<file path="src/rtl/move_seq_to_ssd_pkg.sv">
// Shared character codes and sizing helper for the move-sequence to seven-segment encoder.
// The default table maps slot 4..0 to r, d, l, u, c.
package move_seq_to_ssd_pkg;

  localparam logic [7:0] CHAR_R     = 8'h72;
  localparam logic [7:0] CHAR_D     = 8'h64;
  localparam logic [7:0] CHAR_L     = 8'h6C;
  localparam logic [7:0] CHAR_U     = 8'h75;
  localparam logic [7:0] CHAR_C     = 8'h63;
  localparam logic [7:0] CHAR_BLANK = 8'h20;

  localparam logic [39:0] DEFAULT_CHAR_TABLE = {CHAR_R, CHAR_D, CHAR_L, CHAR_U, CHAR_C};

  // Index width that stays at least one bit wide for degenerate sizes.
  function automatic int idx_width(input int n);
    return (n > 1) ? $clog2(n) : 1;
  endfunction

endpackage

</file>
<file path="src/rtl/move_seq_to_ssd_prio_pick.sv">
// Combinational find-first-set over the pending move vector.
// MSB_FIRST selects whether the highest or the lowest set bit wins.
module move_prio_pick
  import move_seq_to_ssd_pkg::*;
#(
  parameter int N_MOVES   = 5,
  parameter bit MSB_FIRST = 1'b1,
  parameter int IDX_W     = idx_width(N_MOVES)
) (
  input  logic [N_MOVES-1:0] vec,
  output logic               found,
  output logic [IDX_W-1:0]   idx
);

  // The last match seen in the loop wins, so the loop runs toward the priority end.
  always_comb begin
    found = 1'b0;
    idx   = '0;
    if (MSB_FIRST) begin
      for (int i = 0; i < N_MOVES; i++) begin
        if (vec[i]) begin
          found = 1'b1;
          idx   = IDX_W'(i);
        end
      end
    end else begin
      for (int i = N_MOVES - 1; i >= 0; i--) begin
        if (vec[i]) begin
          found = 1'b1;
          idx   = IDX_W'(i);
        end
      end
    end
  end

endmodule

</file>
<file path="src/rtl/move_seq_to_ssd.sv">
// Encodes a multi-hot move vector into N_DIGITS display characters, one per cycle,
// with a fixed start-to-ready latency of N_DIGITS+2 clock edges.
module move_seq_to_ssd
  import move_seq_to_ssd_pkg::*;
#(
  parameter int                N_MOVES    = 5,
  parameter int                N_DIGITS   = 4,
  parameter int                CHAR_W     = 8,
  parameter logic [CHAR_W-1:0] BLANK_CHAR = CHAR_W'(CHAR_BLANK),
  parameter bit                MSB_FIRST  = 1'b1
) (
  input  logic                          clk,
  input  logic                          rst,
  input  logic                          start,
  input  logic [N_MOVES-1:0]            moves,
  input  logic [N_MOVES*CHAR_W-1:0]     char_table,
  output logic [N_DIGITS*CHAR_W-1:0]    ssd_digits,
  output logic                          ready,
  output logic                          busy,
  output logic                          overflow,
  output logic [$clog2(N_MOVES+1)-1:0]  count
);

  localparam int                         IDX_W      = idx_width(N_MOVES);
  localparam int                         SC_W       = idx_width(N_DIGITS);
  localparam logic [SC_W-1:0]            LAST_SHIFT = SC_W'(N_DIGITS - 1);
  localparam logic [N_DIGITS*CHAR_W-1:0] BLANK_ALL  = {N_DIGITS{BLANK_CHAR}};

  typedef enum logic [1:0] {
    ST_IDLE  = 2'd0,
    ST_LOAD  = 2'd1,
    ST_SHIFT = 2'd2,
    ST_DONE  = 2'd3
  } state_t;

  state_t                     state;
  state_t                     state_d;
  logic [N_MOVES-1:0]         moves_smp;
  logic [N_MOVES-1:0]         pending;
  logic [SC_W-1:0]            sh_cnt;
  logic                       pick_found;
  logic [IDX_W-1:0]           pick_idx;
  logic [CHAR_W-1:0]          shift_char;
  logic [N_DIGITS*CHAR_W-1:0] digits_next;
  logic                       last_shift;

  move_prio_pick #(
    .N_MOVES   (N_MOVES),
    .MSB_FIRST (MSB_FIRST),
    .IDX_W     (IDX_W)
  ) u_pick (
    .vec   (pending),
    .found (pick_found),
    .idx   (pick_idx)
  );

  assign last_shift = (sh_cnt == LAST_SHIFT);

  // New character enters at the top digit; after N_DIGITS shifts the first pick sits in digit 0.
  always_comb begin
    shift_char  = BLANK_CHAR;
    if (pick_found) begin
      shift_char = char_table[int'(pick_idx)*CHAR_W +: CHAR_W];
    end
    digits_next = (N_DIGITS*CHAR_W)'({shift_char, ssd_digits} >> CHAR_W);
  end

  always_ff @(posedge clk or posedge rst) begin
    if (rst) begin
      state <= ST_IDLE;
    end else begin
      state <= state_d;
    end
  end

  // A start request overrides every state, including the final shift.
  always_comb begin
    state_d = state;
    if (start) begin
      state_d = ST_LOAD;
    end else begin
      case (state)
        ST_IDLE:  state_d = ST_IDLE;
        ST_LOAD:  state_d = ST_SHIFT;
        ST_SHIFT: if (last_shift) state_d = ST_DONE;
        ST_DONE:  state_d = ST_DONE;
        default:  state_d = ST_IDLE;
      endcase
    end
  end

  always_ff @(posedge clk or posedge rst) begin
    if (rst) begin
      moves_smp  <= '0;
      pending    <= '0;
      sh_cnt     <= '0;
      ssd_digits <= BLANK_ALL;
      ready      <= 1'b0;
      busy       <= 1'b0;
      overflow   <= 1'b0;
      count      <= '0;
    end else if (start) begin
      moves_smp <= moves;
      ready     <= 1'b0;
      busy      <= 1'b1;
    end else begin
      case (state)
        ST_LOAD: begin
          pending    <= moves_smp;
          ssd_digits <= BLANK_ALL;
          count      <= '0;
          ready      <= 1'b0;
          overflow   <= 1'b0;
          busy       <= 1'b1;
          sh_cnt     <= '0;
        end
        ST_SHIFT: begin
          ssd_digits <= digits_next;
          sh_cnt     <= sh_cnt + 1'b1;
          if (pick_found) begin
            pending[pick_idx] <= 1'b0;
            count             <= count + 1'b1;
          end
        end
        ST_DONE: begin
          // First DONE cycle publishes the result; later cycles just hold it.
          if (!ready) begin
            ready    <= 1'b1;
            busy     <= 1'b0;
            overflow <= |pending;
          end
        end
        default: begin
        end
      endcase
    end
  end

endmodule

</file>
<file path="config.mk">
export PLATFORM = sky130hd
export DESIGN_NAME = move_seq_to_ssd
export DESIGN_NICKNAME = d
export VERILOG_FILES = /design/src/rtl/move_seq_to_ssd_pkg.sv /design/src/rtl/move_seq_to_ssd_prio_pick.sv /design/src/rtl/move_seq_to_ssd.sv
export SDC_FILE = /design/constraint.sdc
export NUM_CORES = 1
export LEC_CHECK = 0
export BUFFER_PORTS_ARGS = -buffer_cell sky130_fd_sc_hd__buf_2
export CAP_MARGIN = 40
export CORE_AREA = 2 2 89 91
export CTS_CLUSTER_DIAMETER = 100
export DETAILED_ROUTE_END_ITERATION = 10
export DIE_AREA = 0 0 91 93
export PLACE_DENSITY_LB_ADDON = 0.05
export SLEW_MARGIN = 20
export SYNTH_ARGS = -nofsm -noshare
export SYNTH_HDL_FRONTEND = slang
export SYNTH_SLANG_ARGS = --single-unit
export TNS_END_PERCENT = 1
</file>
<file path="constraint.sdc">
create_clock -name clk -period 1.85 [get_ports clk]
set_input_delay 0 -clock clk [delete_from_list [all_inputs] [get_ports clk]]
set_output_delay 0 -clock clk [all_outputs]
set_load 0.1 [all_outputs]
</file>
### Yosys cells after proc, flatten, opt, wreduce, memory -nomap -nowiden

Cells that the tools add are included.

* bits in registers: 52
* latch bits: 0
* memory bits (writable): 0
* bits in read-only memories: 0
* memories kept: 0

* add/subtract/negate cells: 2
* $mul: 0
* div/mod/pow operators: 0
* order comparisons: 2
* eq/ne operators: 8
* shift-type cells: 1
* mux-type cells: 28
* bitwise operators: 3
* reduce and logical (&&, ||, !) cells: 10

Operators by type and width (count)
* 32-bit one-hot mux with 2 select lines: 1
* 40-bit by 7-bit variable part select with 8-bit output: 1
* 1-bit two-way mux: 11
* 5-bit one-hot mux with 2 select lines: 1
* 2-bit two-way mux: 4
* 8-bit two-way mux: 1
* 2-bit one-hot mux with 4 select lines: 1
* 2-bit equality test, second input constant: 3
* 3-bit two-way mux: 2
* 3-bit != test, second input constant: 2
* 1-bit one-hot mux with 2 select lines: 3
* 3-bit one-hot mux with 2 select lines: 1
* 3-bit AND reduction: 2
* 5-bit AND: 1
* 5-bit two-way mux: 1
* 5-bit NOT: 1
* 5-bit OR reduction: 1
* 3-bit by 4-bit less-than comparator with 1-bit output, second input constant: 1
* 2-bit != test, second input constant: 2
* 2-bit one-hot mux with 2 select lines: 1
* 2-bit AND reduction: 2
* 2-bit nonzero test: 2
* 3-bit by 1-bit adder with 3-bit output, second input constant: 1
* 1-bit demux with 3-bit select: 1
* other kinds (7): 7

### Longest topological paths before layout

* word-level depth: 12
* depth in mapped cells: 7
* mapped depth without buffers: 6

### Modules after synthesis

A second synthesis with hierarchy kept.

* cell total of the unflattened synthesis: 281
* area, all modules: 2633.8 sq um

By module, submodules not included
* move_seq_to_ssd: instances 1, cells an instance 273, area each 2591.2 sq um, sequential area each 1306.3 sq um
* move_prio_pick: instances 1, cells an instance 8, area each 42.5 sq um, sequential area each 0.0 sq um

### Least setup slack after synthesis

No wires, ideal clock.

* path kind: register -> register
* start point: register count[0]
* end point: register count[2]
* arrival time: 1.652 ns
* data required time: 1.778 ns
* path slack: 0.126 ns
* cell stages (with the launch flop): 5
* clock period less this slack: 1.724 ns
* cells stage by stage: dfrtp_1 > ha_1 > o21ai_0 > or3_1 > nand3_1

* longest elaborated chain between the ends: 3

Ends and longest elaborated chain
* from (decl): line move_seq_to_ssd.sv:21 `output logic [$clog2(N_MOVES+1)-1:0] count`
* from (signal assigned): line move_seq_to_ssd.sv:122 `count <= count + 1'b1;`
* 3-bit by 1-bit adder with 3-bit output: line move_seq_to_ssd.sv:122
* 3-bit two-way mux: line move_seq_to_ssd.sv:120 `if (pick_found) begin`
* 3-bit one-hot mux with 2 select lines: line move_seq_to_ssd.sv:107 `case (state)`

No other way between the ends. The select of a mux whose other input is x is not followed.
A chain may end at the register's enable or synchronous reset.

### Worst setup path in the final report

* start point: register state[1]
* end point: register ssd_digits[31]

* longest elaborated chain between the ends: 3
* elaborated cells on any way between the ends: 5
* those cells by class: 2 x eq/ne; 1 x mux; 2 x reduce/logical

Ends and longest elaborated chain
* from (decl): line move_seq_to_ssd.sv:36 `state_t state;`
* from (signal assigned): line move_seq_to_ssd.sv:72 `state <= state_d;`
* 2-bit equality test / 2-bit by 1-bit equality test with 1-bit output (equally long branches): line move_seq_to_ssd.sv:107
* 2-bit nonzero test (no line)
* 2-bit AND reduction (no line)
* to (signal assigned): line move_seq_to_ssd.sv:118 `ssd_digits <= digits_next;`
* to (decl): line move_seq_to_ssd.sv:17 `output logic [N_DIGITS*CHAR_W-1:0] ssd_digits,`

Parallel ways exist; a longest one is shown, timed or not.

==> impl_metrics.toml <==
[final_layout]
diodes = 0
seq_area_sq_mm = 0.00131
multi_input_area_sq_mm = 0.00112
syn_to_final_growth_pct = 30.9
fin_area_sq_mm = 0.00333
drive_gt1_frac = 0.343
final_nets = 420
fillers = 799
stdcell_count = 469

[global_route]
grt_max_degree = 36
antenna_found_initial = 0
grt_remaining_overflow = 0
grt_pass1_wl_um = 10800
grt_pass1_vias = 2218
track_usage = 0.158

[critical_path]
path_buf_inv = 1
critPathCaptureType = "register"
crit_cells = 6
critPathSlowestCell = "dfrtp_1"
path_class = "reg -> reg"
arrival_ns = 1.97
ff2ff_path_depth = 6
path_delay_family = "simple AND/OR/NAND/NOR gates"
max_stage_delay_ns = 0.39
worstPathCellList = "inv_1 > ha_1 > nor2b_2 > nand2_1 > or2_2 > o31ai_1"
worst_setup_path_start_kind = "register"
cp.required_ns = 2.06
critical_path.max_fanout = 4

[clock_network]
numCtsBuffers = 5
clk_latency_ns = 0.30
clk_pin_slew_ns = 0.09
postCtsSetupBuffers = 0
clockRootBuffer = "clkbuf_8"
clk_path_buf_depth = 2
cts_tree = "done"
cts_num_sinks = 52
cts.htree.levels = 2

[route]
ant_nets = 0
wl_um = 6360
drc = 0
wire_per_inst_um = 13.6
vias = 2174
via_per_inst = 4.64
drt_first_pass_iters = 4
drtIter0Drc = 93

[logic_synthesis]
synth_top_family_by_area = "simple AND/OR/NAND/NOR gates"
yosys_register_bits = 52
yosysTopAreaCellShare = 0.472
syn_area_sq_mm = 0.00255
synth_compound_area_frac = 0.148
synth_xor_area_frac = 0
ys.flop_type = "dfrtp_1"
synth_edf_count = 0
synth_top_area_cell = "dfrtp_1"
synth_nets = 325
synthMuxAreaShare = 0.0423
synthAdderAreaFrac = 0.0295
synth_cell_types = 38
synth_area_leaders = "dfrtp_1 (47%), nand2_1 (9.3%), nand3_1 (4.7%), dfstp_2 (4.1%), ha_1 (2.9%)"
synthesis.instances = 271
yosysWarnings = 0
ys_async_sr_fraction = 1.00
ys_seq_area_frac = 0.513
synth.avg_cell_area_sq_um = 9.40
yosys.area_share.simple = 0.218

[placed_design]
dpl.cell_count = 453
gp_congestion = 0.733
place_area_sq_mm = 0.00313
post-place-ws_ns = 0.0987
io_buffers = 85
dp_hpwl_um = 4780

[timing]
period_share = 0.950
final-setup-viol-count = 0
tns_ns = 0
tightest_slew_ns = 0.493
hold_ws_ns = 0.0507
slew_viol_final = 0
rsz0062_at_grt = "true"
max_freq_ghz = 0.569
maxSlewHeadroom = 0.673
period_needed_ns = 1.76
skew_ns = 0.0111
finalWorstSetupSlack_ns = 0.0923
hold_viol = 0

[floorplanning]
start_util = 0.338
die_y_um = 93
num_rows = 32
dieArea_sq_mm = 0.00846
coreArea_sq_mm = 0.00753
ios = 86
die-width_um = 91

[outcome]
outcome = "finished clean"

[power]
pwr-share-seq = 0.385
max-vdd-ir-drop_v = 0.000424
p_int_mw = 2.12
pwr-share-clk = 0.232
p_leak_nw = 1.76
powerDensity_mw_per_mm2 = 1060
p_switching_mw = 1.43
power_frac_comb = 0.383
switching_share = 0.402

[hold_path]
whs_path_depth = 4
min_path_type = "in -> reg"

[job]
maxCapViolCount = 0
==> metal layers <==
layer  global-route usage  share of wire  wire length [um]
met3               0.0371          0.055               349
met4               0.0429          0.010                65
met5                    0              0                 0
met1                0.208           0.46              2940
met2                0.260           0.47              3000
==> power by group through the flow <==
stage / clock (mW) / combinational [mW] / sequential (mW)
detailed placement: 0 / 1.36 / 1.39
global placement: 0 / 1.35 / 1.39
CTS: 0.854 / 1.37 / 1.37
global route: 0.893 / 1.48 / 1.39
floorplan: 0 / 0.641 / 1.78
finish: 0.823 / 1.36 / 1.37
==> synth_stat cells (4+ instances only) <==
cell type,instances
clkbuf_1,10
nor2b_1,8
a22oi_1,5
ha_1,6
a22o_1,5
mux2_2,6
dfstp_2,4
nand3_1,24
inv_1,10
o31ai_1,4
dfrtp_1,48
a21oi_1,8
nand2_1,63
nor2_1,14
mux2i_1,4
o21ai_0,12
==> worst paths after layout <==
kind,endpoint,slack (ns),start
max reg2reg,ssd_digits[31],0.09,state[1]
max,ssd_digits[31],0.09,state[1]
max in group asynchronous,ssd_digits[13],1.03,rst
min in group asynchronous,sh_cnt[0],0.22,rst
min,ssd_digits[25],0.05,char_table[33]
min reg2reg,ssd_digits[1],0.47,ssd_digits[1]
==> cells in the final DEF, fill, tap and decap left out, types with 4 or more instances in the layout <==
cell / n
mux2_2: 6
buf_4: 11
o31ai_1: 4
nor2_1: 14
a21oi_1: 8
dlygate4sd3_1: 8
inv_1: 9
dfrtp_1: 48
a22o_1: 5
nand3_1: 24
mux2i_1: 4
buf_2: 85
nand2_1: 63
dfstp_2: 4
ha_1: 6
nor2b_1: 7
o21ai_0: 12
a22oi_1: 5
clkbuf_8: 6
==> cell type report <==
type | count | area share
Inverter | 10 | 0.0113
Tap cell | 102 | 0.0383
Sequential cell | 52 | 0.392
Clock inverter | 2 | 0.0116
Timing Repair Buffer | 106 | 0.186
Multi-Input combinational cell | 191 | 0.336
Clock buffer | 6 | 0.0248
==> sequential cells by signal, indices dropped and copies added (netlist names) <==
signal,cells
ready,1
moves_smp,5
overflow,1
ssd_digits,32
busy,1
count,3
state,2
sh_cnt,2
pending,5
==> worst reg2reg max path: stages, from the launching register on <==
cell	delay [ns]
dfrtp_1	0.39
inv_1	0.08
ha_1	0.30
nor2b_2	0.17
nand2_1	0.14
or2_2	0.35
o31ai_1	0.24
==> what timing repair did <==
action | CTS | global route
resized for setup | 0 | 2
endpoints found under the hold margin | 23 | 0
hold buffers | 8 | 0
endpoints found under the setup margin | 0 | 26
==> per-stage QoR <==
step	utilization	power, mW
2_1_floorplan	-	2.42
3_3_place_gp	0.415	2.74
3_5_place_dp	0.415	2.75
4_1_cts	0.442	3.59
5_1_grt	0.443	3.75
6_report	0.443	3.55
==> logic make-up (layout without fill, tap and decap cells) <==
logic type / after synthesis / count (layout)
multiplexers: 10 / 10
adder cells (fa/ha/maj): 6 / 6
AO/OA/AOI/OAI: 53 / 53
buffers and inverters: 28 / 124
flip-flops: 52 / 52
AND/OR/NAND/NOR: 122 / 122
No activity file was read; power rests on OpenSTA's default activity.
